[config.mk]
export PLATFORM = sky130hd
export DESIGN_NAME = softmax_wb_flat
export DESIGN_NICKNAME = d
export VERILOG_FILES = /design/src/rtl/softmax_wb_if.sv /design/src/rtl/softmax_wb.sv /design/src/flat_wrapper.sv
export SDC_FILE = /design/constraint.sdc
export NUM_CORES = 1
export LEC_CHECK = 0
export CORE_MARGIN = 1
export CORE_UTILIZATION = 54
export DETAILED_ROUTE_END_ITERATION = 10
export DONT_BUFFER_PORTS = 1
export HOLD_SLACK_MARGIN = 0.1
export PLACE_DENSITY = 0.65
export SYNTH_ARGS = -nofsm -noshare
export SYNTH_HDL_FRONTEND = slang
export SYNTH_SLANG_ARGS = --single-unit
[constraint.sdc]
create_clock -name clk -period 3.89 [get_ports clk]
set_clock_uncertainty 0.15 [all_clocks]
set_input_delay 0.778 -clock clk [delete_from_list [all_inputs] [get_ports clk]]
set_output_delay 0.778 -clock clk [all_outputs]
set_load 0.02 [all_outputs]
[src/rtl/softmax_wb_if.sv]
// Write-back bundle between the probability stage, the skid buffer and the output memory port.
interface softmax_wb_if #(
  parameter int AW = 10,
  parameter int DW = 32
);
  logic          wb_ena;
  logic          wb_stall;
  logic [DW-1:0] proab_in;
  logic          mem_gnt;
  logic          mem_wr_ena;
  logic [AW-1:0] mem_wr_addr;
  logic [DW-1:0] mem_wr_data;
  logic          process_done;
  logic          overflow;

  modport master (
    output wb_ena, wb_stall, proab_in, mem_gnt,
    input  mem_wr_ena, mem_wr_addr, mem_wr_data, process_done, overflow
  );

  modport slave (
    input  wb_ena, wb_stall, proab_in, mem_gnt,
    output mem_wr_ena, mem_wr_addr, mem_wr_data, process_done, overflow
  );
endinterface

[src/rtl/softmax_wb.sv]
// Softmax write-back: buffers probabilities in a skid FIFO and writes them to sequential addresses.
// Accept -> mem_wr_ena is 2 cycles minimum; mem_gnt=0 holds data, a push into a full FIFO with no pop is dropped.
module softmax_wb #(
  parameter int DATA_SIZE  = 1024,
  parameter int AW         = 10,
  parameter int DW         = 32,
  parameter int FIFO_DEPTH = 4
) (
  input  logic       clk,
  input  logic       rst,
  softmax_wb_if.slave bus
);
  localparam int            PW        = $clog2(FIFO_DEPTH);
  localparam logic [AW-1:0] LAST_ADDR = AW'(DATA_SIZE - 1);
  localparam logic [PW:0]   FULL_CNT  = (PW+1)'(FIFO_DEPTH);

  typedef enum logic [1:0] {S_IDLE, S_RUN, S_DONE} state_t;

  state_t        r_state;
  state_t        w_state_nxt;
  logic [DW-1:0] r_mem [FIFO_DEPTH];
  logic [PW-1:0] r_wr_ptr;
  logic [PW-1:0] r_rd_ptr;
  logic [PW:0]   r_cnt;
  logic          r_armed;
  logic [AW-1:0] r_wcnt;
  logic [AW-1:0] r_addr;
  logic [DW-1:0] r_data;
  logic          r_wr_ena;
  logic          r_ovf;

  logic w_accept;
  logic w_empty;
  logic w_full;
  logic w_pop;
  logic w_push;
  logic w_drop;
  logic w_last_wr;

  // r_armed keeps the cycle in which reset is released from accepting a sample
  assign w_accept  = r_armed & bus.wb_ena & ~bus.wb_stall;
  assign w_empty   = (r_cnt == '0);
  assign w_full    = (r_cnt == FULL_CNT);
  assign w_pop     = ~w_empty & bus.mem_gnt;
  assign w_push    = w_accept & (~w_full | w_pop);
  assign w_drop    = w_accept & w_full & ~w_pop;
  assign w_last_wr = r_wr_ena & (r_addr == LAST_ADDR);

  always_ff @(posedge clk) begin
    if (w_push) r_mem[r_wr_ptr] <= bus.proab_in;
  end

  always_ff @(posedge clk or negedge rst) begin
    if (!rst) begin
      r_armed  <= 1'b0;
      r_wr_ptr <= '0;
      r_rd_ptr <= '0;
      r_cnt    <= '0;
      r_wcnt   <= '0;
      r_addr   <= '0;
      r_data   <= '0;
      r_wr_ena <= 1'b0;
      r_ovf    <= 1'b0;
    end else begin
      r_armed  <= 1'b1;
      r_wr_ena <= w_pop;
      r_cnt    <= r_cnt + (PW+1)'(w_push) - (PW+1)'(w_pop);
      if (w_push) r_wr_ptr <= r_wr_ptr + 1'b1;
      if (w_pop) begin
        r_rd_ptr <= r_rd_ptr + 1'b1;
        r_addr   <= r_wcnt;
        r_data   <= r_mem[r_rd_ptr];
        r_wcnt   <= (r_wcnt == LAST_ADDR) ? '0 : r_wcnt + 1'b1;
      end
      if (w_drop) r_ovf <= 1'b1;
    end
  end

  always_ff @(posedge clk or negedge rst) begin
    if (!rst) r_state <= S_IDLE;
    else      r_state <= w_state_nxt;
  end

  // The write counter runs independently of the state, so a late last write still closes the iteration
  always_comb begin
    w_state_nxt = r_state;
    if (w_last_wr) begin
      w_state_nxt = S_DONE;
    end else begin
      case (r_state)
        S_IDLE:  if (w_accept) w_state_nxt = S_RUN;
        S_RUN:   w_state_nxt = S_RUN;
        S_DONE:  w_state_nxt = (!w_empty || w_accept) ? S_RUN : S_IDLE;
        default: w_state_nxt = S_IDLE;
      endcase
    end
  end

  assign bus.mem_wr_ena   = r_wr_ena;
  assign bus.mem_wr_addr  = r_addr;
  assign bus.mem_wr_data  = r_data;
  assign bus.process_done = (r_state == S_DONE);
  assign bus.overflow     = r_ovf;
endmodule

[src/flat_wrapper.sv]
// flat-port wrapper written by rule: the top's interface ports become plain ports
module softmax_wb_flat 
#(
  parameter int DATA_SIZE  = 1024,
  parameter int AW         = 10,
  parameter int DW         = 32,
  parameter int FIFO_DEPTH = 4
)
  (clk, rst, bus_wb_ena, bus_wb_stall, bus_proab_in, bus_mem_gnt, bus_mem_wr_ena, bus_mem_wr_addr, bus_mem_wr_data, bus_process_done, bus_overflow);
  softmax_wb_if #(.AW(AW), .DW(DW)) bus_i ();
  input  logic clk;
  input  logic rst;
  input wire logic [$bits(bus_i.wb_ena)-1:0] bus_wb_ena;
  input wire logic [$bits(bus_i.wb_stall)-1:0] bus_wb_stall;
  input wire logic [$bits(bus_i.proab_in)-1:0] bus_proab_in;
  input wire logic [$bits(bus_i.mem_gnt)-1:0] bus_mem_gnt;
  output wire logic [$bits(bus_i.mem_wr_ena)-1:0] bus_mem_wr_ena;
  output wire logic [$bits(bus_i.mem_wr_addr)-1:0] bus_mem_wr_addr;
  output wire logic [$bits(bus_i.mem_wr_data)-1:0] bus_mem_wr_data;
  output wire logic [$bits(bus_i.process_done)-1:0] bus_process_done;
  output wire logic [$bits(bus_i.overflow)-1:0] bus_overflow;
  assign bus_i.wb_ena = bus_wb_ena;
  assign bus_i.wb_stall = bus_wb_stall;
  assign bus_i.proab_in = bus_proab_in;
  assign bus_i.mem_gnt = bus_mem_gnt;
  assign bus_mem_wr_ena = bus_i.mem_wr_ena;
  assign bus_mem_wr_addr = bus_i.mem_wr_addr;
  assign bus_mem_wr_data = bus_i.mem_wr_data;
  assign bus_process_done = bus_i.process_done;
  assign bus_overflow = bus_i.overflow;
  softmax_wb #(.DATA_SIZE(DATA_SIZE), .AW(AW), .DW(DW), .FIFO_DEPTH(FIFO_DEPTH)) u_core (.clk(clk), .rst(rst), .bus(bus_i));
endmodule
* Yosys cells after proc, flatten, opt, wreduce, memory -nomap -nowiden
Memory sizes are Yosys's and may differ from the RTL's. A register that Yosys moved wholly into a read port is not among the register bits.
Index checks and enable logic that the tools add are counted.
** Word-level totals
- Logic and storage cells :: 45
- Flip-flop bits (word level) :: 32
- Input bits :: 37
- Bits in writable memories :: 128
- Memories :: 1
- Output and inout port bits :: 45
** Memories
- u_core.r_mem :: words 4, bits a word 32, read ports 1, clocked after Yosys merged registers in 1, wr ports 1, RTL line softmax_wb.sv:21 : logic [DW-1:0] r_mem [FIFO_DEPTH];
** Cells by class
- Reduce and logical (&&, ||, !) cells :: 5
- Bitwise logic cells :: 12
- Add/sub/neg operators :: 5
- Eq/ne operators :: 6
- Multiplexer cells :: 7
** Operators with widths (count)
- $eq 10x10->1 const B :: 2
- $add 10x1->10 const B :: 1
- $mux 10 :: 1
- $and 1x1->1 :: 7
- $pmux 2 s3 :: 1
- $add 2x1->2 const B :: 2
- $mux 2 :: 2
- $not 1->1 :: 4
- $add 3x1->3 :: 1
- $eq 3x3->1 const B :: 1
- $logic_not 3->1 :: 1
- $mux 1 :: 3
- $ne 3x1->1 const B :: 1
- $sub 3x1->3 :: 1
- $eq 2x1->1 const B :: 1
- $eq 2x2->1 const B :: 1
- $logic_not 1->1 :: 2
- $logic_not 2->1 :: 1
- $logic_or 1x1->1 :: 1
- $or 1x1->1 :: 1

* Logic depth before layout (Yosys ltp)
Gate-level depths: netlist of run 1.
- Word-level depth :: 7
- Depth in mapped cells :: 8
- Mapped depth without buffers :: 8

* Least setup slack after synthesis of run 1
Ideal clock, no wire load.
- Path kind :: input port to flip-flop
- From :: input port bus_wb_stall
- To :: memory u_core.r_mem[0][0], enable pin
- Stages :: 4
- Setup time :: 0.392 ns
- Slack :: 1.263 ns
- Buffers on the path :: 1
- Arrival :: 2.085 ns
- Required time :: 3.348 ns
- Cells stage by stage :: and3b_1 nor2b_1 buf_2 and2_1
** On the way
- Longest elaborated chain between the ends :: 5
** RTL lines
- from (decl) :: RTL line flat_wrapper.sv:14 : input wire logic [$bits(bus_i.wb_stall)-1:0] bus_wb_stall;
- $not 1->1 :: RTL line softmax_wb.sv:41 : assign w_accept = r_armed & bus.wb_ena & ~bus.wb_stall;
- $and 1x1->1 :: RTL line softmax_wb.sv:41
- $and 1x1->1 :: RTL line softmax_wb.sv:45 : assign w_push = w_accept & (~w_full | w_pop);
- named net u_core.w_push :: RTL line softmax_wb.sv:36 : logic w_push;
- $mux 1 :: RTL line softmax_wb.sv:50 : if (w_push) r_mem[r_wr_ptr] <= bus.proab_in;
- $mux 1 (not written as such) :: RTL line softmax_wb.sv:50
- to (decl) :: RTL line softmax_wb.sv:21
The timed path passes the listed nets, and every way through them passes these cells.

* Worst setup path after layout of run 1
- From :: register u_core.r_cnt[2]
- To :: memory u_core.r_mem[2][24], enable pin
** On the way
- Longest elaborated chain between the ends :: 7
- Elaborated cells on any way between the ends :: 9
- Classes of those cells :: eq/ne (1); mux (2); bitwise (5); reduce/logical (1)
** RTL lines
- from (decl) :: RTL line softmax_wb.sv:24 : logic [PW:0] r_cnt;
- from (signal assigned) :: RTL line softmax_wb.sv:67 : r_cnt <= r_cnt + (PW+1)'(w_push) - (PW+1)'(w_pop);
- $logic_not 3->1 :: RTL line softmax_wb.sv:42 : assign w_empty = (r_cnt == '0);
- $not 1->1 :: RTL line softmax_wb.sv:44 : assign w_pop = ~w_empty & bus.mem_gnt;
- $and 1x1->1 :: RTL line softmax_wb.sv:44
- $or 1x1->1 (*) :: RTL line softmax_wb.sv:45
- $and 1x1->1 (*) :: RTL line softmax_wb.sv:45
- $mux 1 (*) :: RTL line softmax_wb.sv:50
- $mux 1 (not written as such) (*) :: RTL line softmax_wb.sv:50
Every way passes the cells marked *; elsewhere a longest branch is shown, timed or not.

==> impl_metrics.py, run 1 <==
metrics = {
    "min_path": {
        "min_path_type": "in -> reg",
        "hold_depth": 0,
    },
    "sta": {
        "timing.final.ws_setup_ns": 1.44,
        "timing.hold.ws_ns": 0.291,
        "hold_viol": 0,
        "timing.final.crit_share_pct": 63.0,
        "finalSetupViolCount": 0,
        "slew_violations": 0,
        "max_slew.worst_pin.slew_ns": 0.918,
        "setup_tns_ns": 0,
        "slew_headroom_pct": 38.8,
        "fmax_mhz": 408,
        "rsz0062_at_grt": "no",
        "period_minus_slack_ns": 2.45,
    },
    "critical_path": {
        "worstPathRequired_ns": 3.79,
        "ff2ff_path_depth": 3,
        "crit_fanout": 32,
        "crit_arrival_ns": 2.35,
        "slowest_stage": "and2_2",
        "crit_chain": "nor4b_2, nor2b_1, and2_2",
        "cpPeakStageDelay_ns": 0.84,
        "end_kind": "register",
        "critPathKind": "reg -> reg",
        "start_kind": "register",
    },
    "final_layout": {
        "drive_above_1_share_pct": 17.6,
        "utilization_pct": 61.2,
        "fin_nets": 497,
        "antennaDiodeCount": 0,
        "mostFrequentLayoutCells": "133 x nand2_1, 128 x edfxtp_1, 62 x dfrtp_1",
        "layout_commonest_cell": "nand2_1",
        "area_delta_synth_final_pct": 10.5,
    },
    "floorplan": {
        "fp-row-count": 42,
        "core_area_sq_um": 13200,
        "die_w_um": 118,
        "io_pins": 82,
        "die_height_um": 118,
        "start_util_pct": 55.4,
        "dieArea_sq_um": 14000,
    },
    "pwr": {
        "vdd_ir_drop_max_v": 0.000324,
        "p_per_area_nw_per_um2": 739,
        "p_leak_uw": 0.00304,
        "design_power_total_uw": 5960,
    },
    "logic_synthesis": {
        "synth-seq-cells": 192,
        "postSynthCellCount": 447,
        "synth_nets": 491,
        "avgSynthCellArea_sq_um": 16.3,
        "ys.warnings.count": 0,
        "ys_types": 42,
        "ys_seq_area_share_pct": 74.6,
        "netlist_area_sq_um": 7300,
    },
    "place": {
        "port_buffers": 0,
        "pre_cts_ws_ns": 0.990,
        "dp_hpwl_um": 7170,
        "gp_congestion": 0.752,
    },
    "grt": {
        "grt_usage_pct": 19.9,
        "grt_pass1_wl_um": 20500,
        "grt-ovfl-total": 0,
        "antenna_found_initial": 0,
        "grt_pass1_vias": 3780,
        "grt_max_degree": 65,
    },
    "routing": {
        "ant_nets": 0,
        "routed_wl_um": 12500,
        "drc": 0,
        "drt-initial-drc-count": 189,
        "routed-via-count": 3569,
        "drtPass1Iterations": 4,
        "wl_per_cell_um": 19.4,
        "viasPerCell": 5.56,
    },
    "clock_tree": {
        "htree_levels": 4,
        "cts_resized": 0,
        "clk_latency_ns": 0.43,
        "cts_tree": "done",
        "clk_pin_slew_worst_paths_ns": 0.07,
        "cts_buffers": 17,
        "cts.path.max_buffers": 2,
        "clkSinkCount": 192,
        "clock-root-buffer": "clkbuf_16",
    },
    "status": {
        "status": "complete, no violations",
    },
    "flow_run": {
        "cap_violations": 0,
    },
}
[registers in the layout, indices dropped and copies added, names as in the netlist]
name and count:
u_core.bus.mem_wr_data 32, u_core.r_rd_ptr 2, u_core.r_wcnt 10, u_core.r_mem 128
u_core.r_state 2, u_core.r_cnt 3, u_core.bus.mem_wr_ena 1, u_core.bus.mem_wr_addr 10
u_core.bus.overflow 1, u_core.r_wr_ptr 2, u_core.r_armed 1
[power by group]
| part | internal, uW | leakage, uW | switching, uW | total (uW) |
|---|---|---|---|---|
| Clock | 962 | 0.000282 | 741 | 1700 |
| Sequential | 2550 | 0.00193 | 686 | 3240 |
| Combinational | 539 | 0.000833 | 480 | 1020 |
[Yosys cell counts]
master | count | area (sq um)
buf_4 | 3 | 22.5
mux4_2 | 32 | 721
nor3_1 | 5 | 25.0
edfxtp_1 | 128 | 3840
a21oi_1 | 1 | 5.00
nand3_1 | 5 | 25.0
xor2_1 | 2 | 17.5
nand2b_1 | 1 | 6.26
or3_1 | 1 | 6.26
ha_1 | 6 | 75.1
or3_2 | 1 | 7.51
o22a_1 | 1 | 8.76
nand3_2 | 1 | 10.0
and2_1 | 4 | 25.0
o211ai_1 | 1 | 7.51
nand2_1 | 133 | 499
or4_1 | 1 | 7.51
nor4_2 | 1 | 12.5
o311ai_0 | 2 | 17.5
dfrtp_1 | 64 | 1600
nor2b_1 | 2 | 12.5
nor4_1 | 1 | 6.26
buf_1 | 1 | 3.75
conb_1 | 1 | 3.75
mux2_2 | 1 | 11.3
inv_1 | 6 | 22.5
a21o_1 | 1 | 7.51
and3b_1 | 1 | 8.76
clkbuf_1 | 4 | 15.0
a221oi_1 | 1 | 8.76
xnor2_1 | 7 | 61.3
buf_6 | 3 | 33.8
inv_2 | 1 | 3.75
buf_2 | 8 | 40.0
o31ai_2 | 1 | 12.5
nor2_1 | 2 | 7.51
a2bb2oi_1 | 1 | 8.76
nand4_1 | 3 | 18.8
nor4b_2 | 1 | 15.0
o21ai_0 | 6 | 30.0
o31ai_1 | 1 | 7.51
fa_1 | 1 | 20.0
[layout make-up]
| class | count | area [sq um] |
|---|---|---|
| sequential | 192 | 5450 |
| fill | 984 | 5120 |
| multi-input combinational | 229 | 1730 |
| clock buffer | 18 | 439 |
| tap | 176 | 220 |
| clock inverter | 14 | 139 |
| timing repair buffer | 6 | 67.6 |
| inverter | 7 | 26.3 |
[worst max-delay path: cells and delay by family, from the launching register on]
family / cells / cell delay, ns
DFF: 1 / 0.45
and+or+nand+nor: 3 / 1.44
[cell families after synthesis]
kind of cell | synth area share, %
compound gates | 1.56
fa+ha+maj | 1.30
buf+inv | 1.94
other cells | 0.0513
simple gates | 9.49
flops | 74.6
mux | 10.0
xor+xnor | 1.08
[worst paths after layout]
kind                                   start                    endpoint  slack, ns
max reg2reg                  u_core.r_cnt[2]         u_core.r_mem[2][24]       1.44
max in group asynchronous                rst          u_core.r_rd_ptr[0]       2.58
min reg2reg                u_core.r_state[1]           u_core.r_state[0]       0.34
max                          u_core.r_cnt[2]         u_core.r_mem[2][24]       1.44
min in group asynchronous                rst  u_core.bus.mem_wr_data[16]       0.74
min                         bus_proab_in[18]         u_core.r_mem[1][18]       0.29
[per-layer routing]
layer | share of wire [%] | vias up | global-route usage (%)
met2 | 50 | 78 | 32.4
met4 | 1.9 | 0 | 9.13
met5 | 0 | - | 0
met1 | 44 | 1839 | 25.2
li1 | - | 1635 | -
met3 | 4.8 | 17 | 5.45
[through the flow]
stage | instances | area [sq um]
final | 642 | 8070
after global routing | 642 | 8070
after CTS | 642 | 8070
after detailed placement | 608 | 7450
after global placement | 608 | 7450
after floorplan | 447 | 7300
[what timing repair did]
action	4_1_cts	5_1_grt
hold buffers	2	0
setup buffers	0	0
hold endpoints to repair	64	0
endpoints found under the setup margin	0	0
Note: power is estimated with default switching activity, not from simulation.
==> run 2, diff against run 1 <==
==> constraint.sdc (replaced) <==
create_clock -name clk -period 2.51 [get_ports clk]
set_clock_uncertainty 0.15 [all_clocks]
set_input_delay 0.502 -clock clk [delete_from_list [all_inputs] [get_ports clk]]
set_output_delay 0.502 -clock clk [all_outputs]
set_load 0.02 [all_outputs]
==> run 2 against run 1 <==
  * Worst hold slack lost 0.12 ns
  * Worst setup slack lost 1.1 ns
  * Total power grew 57%
  * Clock-buffer cell count grew 8
  * Wire length grew 3.2%
  * Fmax grew 11%
  * Core utilization grew 3.3 points
  * Largest cell class unchanged
  * Largest power group unchanged
==> impl_metrics.py, run 2 (synthesis gave the netlist of run 1 again) <==
metrics = {
    "critical_path": {
        "start_kind": "register",
        "crit_arrival_ns": 2.40,
        "r2r-end": "u_core.r_cnt[2]",
        "worstPathRequired_ns": 2.71,
        "path_delay_family": "adder cells",
        "crit_top_cell": "xnor2_1",
        "crit_start": "u_core.r_cnt[0]",
        "r2r-start": "u_core.r_cnt[0]",
        "rrSetupSlack_ns": 0.31,
        "crit_fanout": 7,
        "ff2ff_path_depth": 6,
        "slowest_stage": "dfrtp_1",
        "cp_num_cells": 6,
        "cpPeakStageDelay_ns": 0.45,
        "crit_chain": "nor4b_2, nor2b_1, ha_1, fa_1, xnor2_1, xnor2_1",
        "end_kind": "register",
        "path_buf_inv": 0,
        "critPathKind": "reg -> reg",
        "cp-endpoint": "u_core.r_cnt[2]",
    },
    "sta": {
        "max_slew.worst_pin.slew_ns": 0.615,
        "setup_tns_ns": 0,
        "hold_viol": 0,
        "slew_headroom_pct": 59.0,
        "slew_violations": 0,
        "fmax_mhz": 455,
        "finalSetupViolCount": 0,
        "period_minus_slack_ns": 2.20,
        "timing.final.crit_share_pct": 87.6,
        "rsz0062_at_grt": "no",
        "timing.hold.ws_ns": 0.167,
        "timing.final.ws_setup_ns": 0.311,
    },
    "final_layout": {
        "multi_input_area_sq_um": 1730,
        "largest_reg_flops": 128,
        "antennaDiodeCount": 0,
        "utilization_pct": 64.5,
        "mostFrequentLayoutCells": "133 x nand2_1, 128 x edfxtp_1, 62 x dfrtp_1",
        "regMostFlops": "u_core.r_mem",
        "drive_above_1_share_pct": 16.2,
        "ff_latch_area_sq_um": 5450,
        "layout_commonest_cell": "nand2_1",
        "area_delta_synth_final_pct": 16.5,
        "fin_nets": 536,
        "fill_cells": 989,
    },
    "grt": {
        "grt_pass1_wl_um": 20700,
        "grt_max_degree": 65,
        "grt-ovfl-total": 0,
        "grt_pass1_vias": 3935,
        "grt_usage_pct": 20.3,
        "antenna_found_initial": 0,
    },
    "pwr": {
        "p_per_area_nw_per_um2": 1100,
        "design_power_total_uw": 9370,
        "p_leak_uw": 0.00323,
        "vdd_ir_drop_max_v": 0.000599,
    },
    "clock_tree": {
        "htree_levels": 4,
        "cts_tree": "done",
        "clock-root-buffer": "clkbuf_16",
        "cts_resized": 0,
        "cts_setup_buffers": 0,
        "cts.path.max_buffers": 2,
        "clk_pin_slew_worst_paths_ns": 0.06,
        "cts_buffers": 17,
        "clkSinkCount": 192,
        "clk_latency_ns": 0.42,
    },
    "place": {
        "dp_hpwl_um": 7460,
        "pre_cts_ws_ns": 0.294,
        "port_buffers": 0,
        "gp_congestion": 0.784,
    },
    "min_path": {
        "min_path_type": "in -> reg",
    },
    "routing": {
        "ant_nets": 0,
        "routed_wl_um": 12900,
        "drtPass1Iterations": 4,
        "drt-initial-drc-count": 157,
        "wl_per_cell_um": 18.9,
        "viasPerCell": 5.47,
        "routed-via-count": 3725,
        "drc": 0,
    },
    "flow_run": {
        "cap_violations": 0,
    },
    "floorplan": {
        "fp-row-count": 42,
        "die_w_um": 118,
        "io_pins": 82,
        "start_util_pct": 55.4,
        "die_height_um": 118,
        "dieArea_sq_um": 14000,
        "core_area_sq_um": 13200,
    },
    "status": {
        "status": "complete, no violations",
    },
}
run 2: cell count changes in the layout (fill, tap and decap cells not counted), sizes merged:
cell	change
buf	+7
clkbuf	+8
clkinv	-3
clkinvlp	-2
dlygate4sd3	+32
inv	-3
run 2: area by class of cell:
class	count	area share, %
Sequential cell	192	64.0
Multi-Input combinational cell	229	20.3
Timing Repair Buffer	45	6.06
Clock buffer	26	5.75
Tap cell	176	2.59
Clock inverter	6	0.956
Inverter	7	0.309
run 2: how the worst min path moves through the flow:
stage | from | endpoint | slack (ns) | depth (start not counted)
2_1_floorplan | rst | u_core.bus.mem_wr_addr[0] | 0.06 | 0
3_3_place_gp | rst | u_core.bus.mem_wr_data[19] | 0.06 | 0
3_5_place_dp | rst | u_core.bus.mem_wr_data[19] | 0.06 | 0
4_1_cts | bus_mem_gnt | u_core.bus.overflow | 0.15 | 2
5_1_grt | bus_mem_gnt | u_core.bus.overflow | 0.16 | 2
6_report | bus_mem_gnt | u_core.bus.overflow | 0.17 | 2
run 2: per-stage QoR:
step | cell area (sq um) | instances
floorplan | 7300 | 447
global placement | 7580 | 615
detailed placement | 7580 | 615
CTS | 8510 | 681
global route | 8510 | 681
finish | 8510 | 681
run 2: metal layers:
metal  track usage, %  wire length (um)  vias to the layer above  share of wire [%]
li1                 -                 -                     1715                  -
met1             25.1              5470                     1914                 42
met5                0                 0                        -                  0
met4             9.38               206                        0                1.6
met2             34.2              6670                       80                 52
met3             4.68               531                       16                4.1
run 2: power by group:
group	switching [uW]	internal, uW
logic	943	948
clock network	1060	1540
registers	919	3960
run 2: timing repair:
item | 4_1_cts | 5_1_grt
setup endpoints to repair | 0 | 0
hold buffers | 34 | 0
hold endpoints to repair | 192 | 0
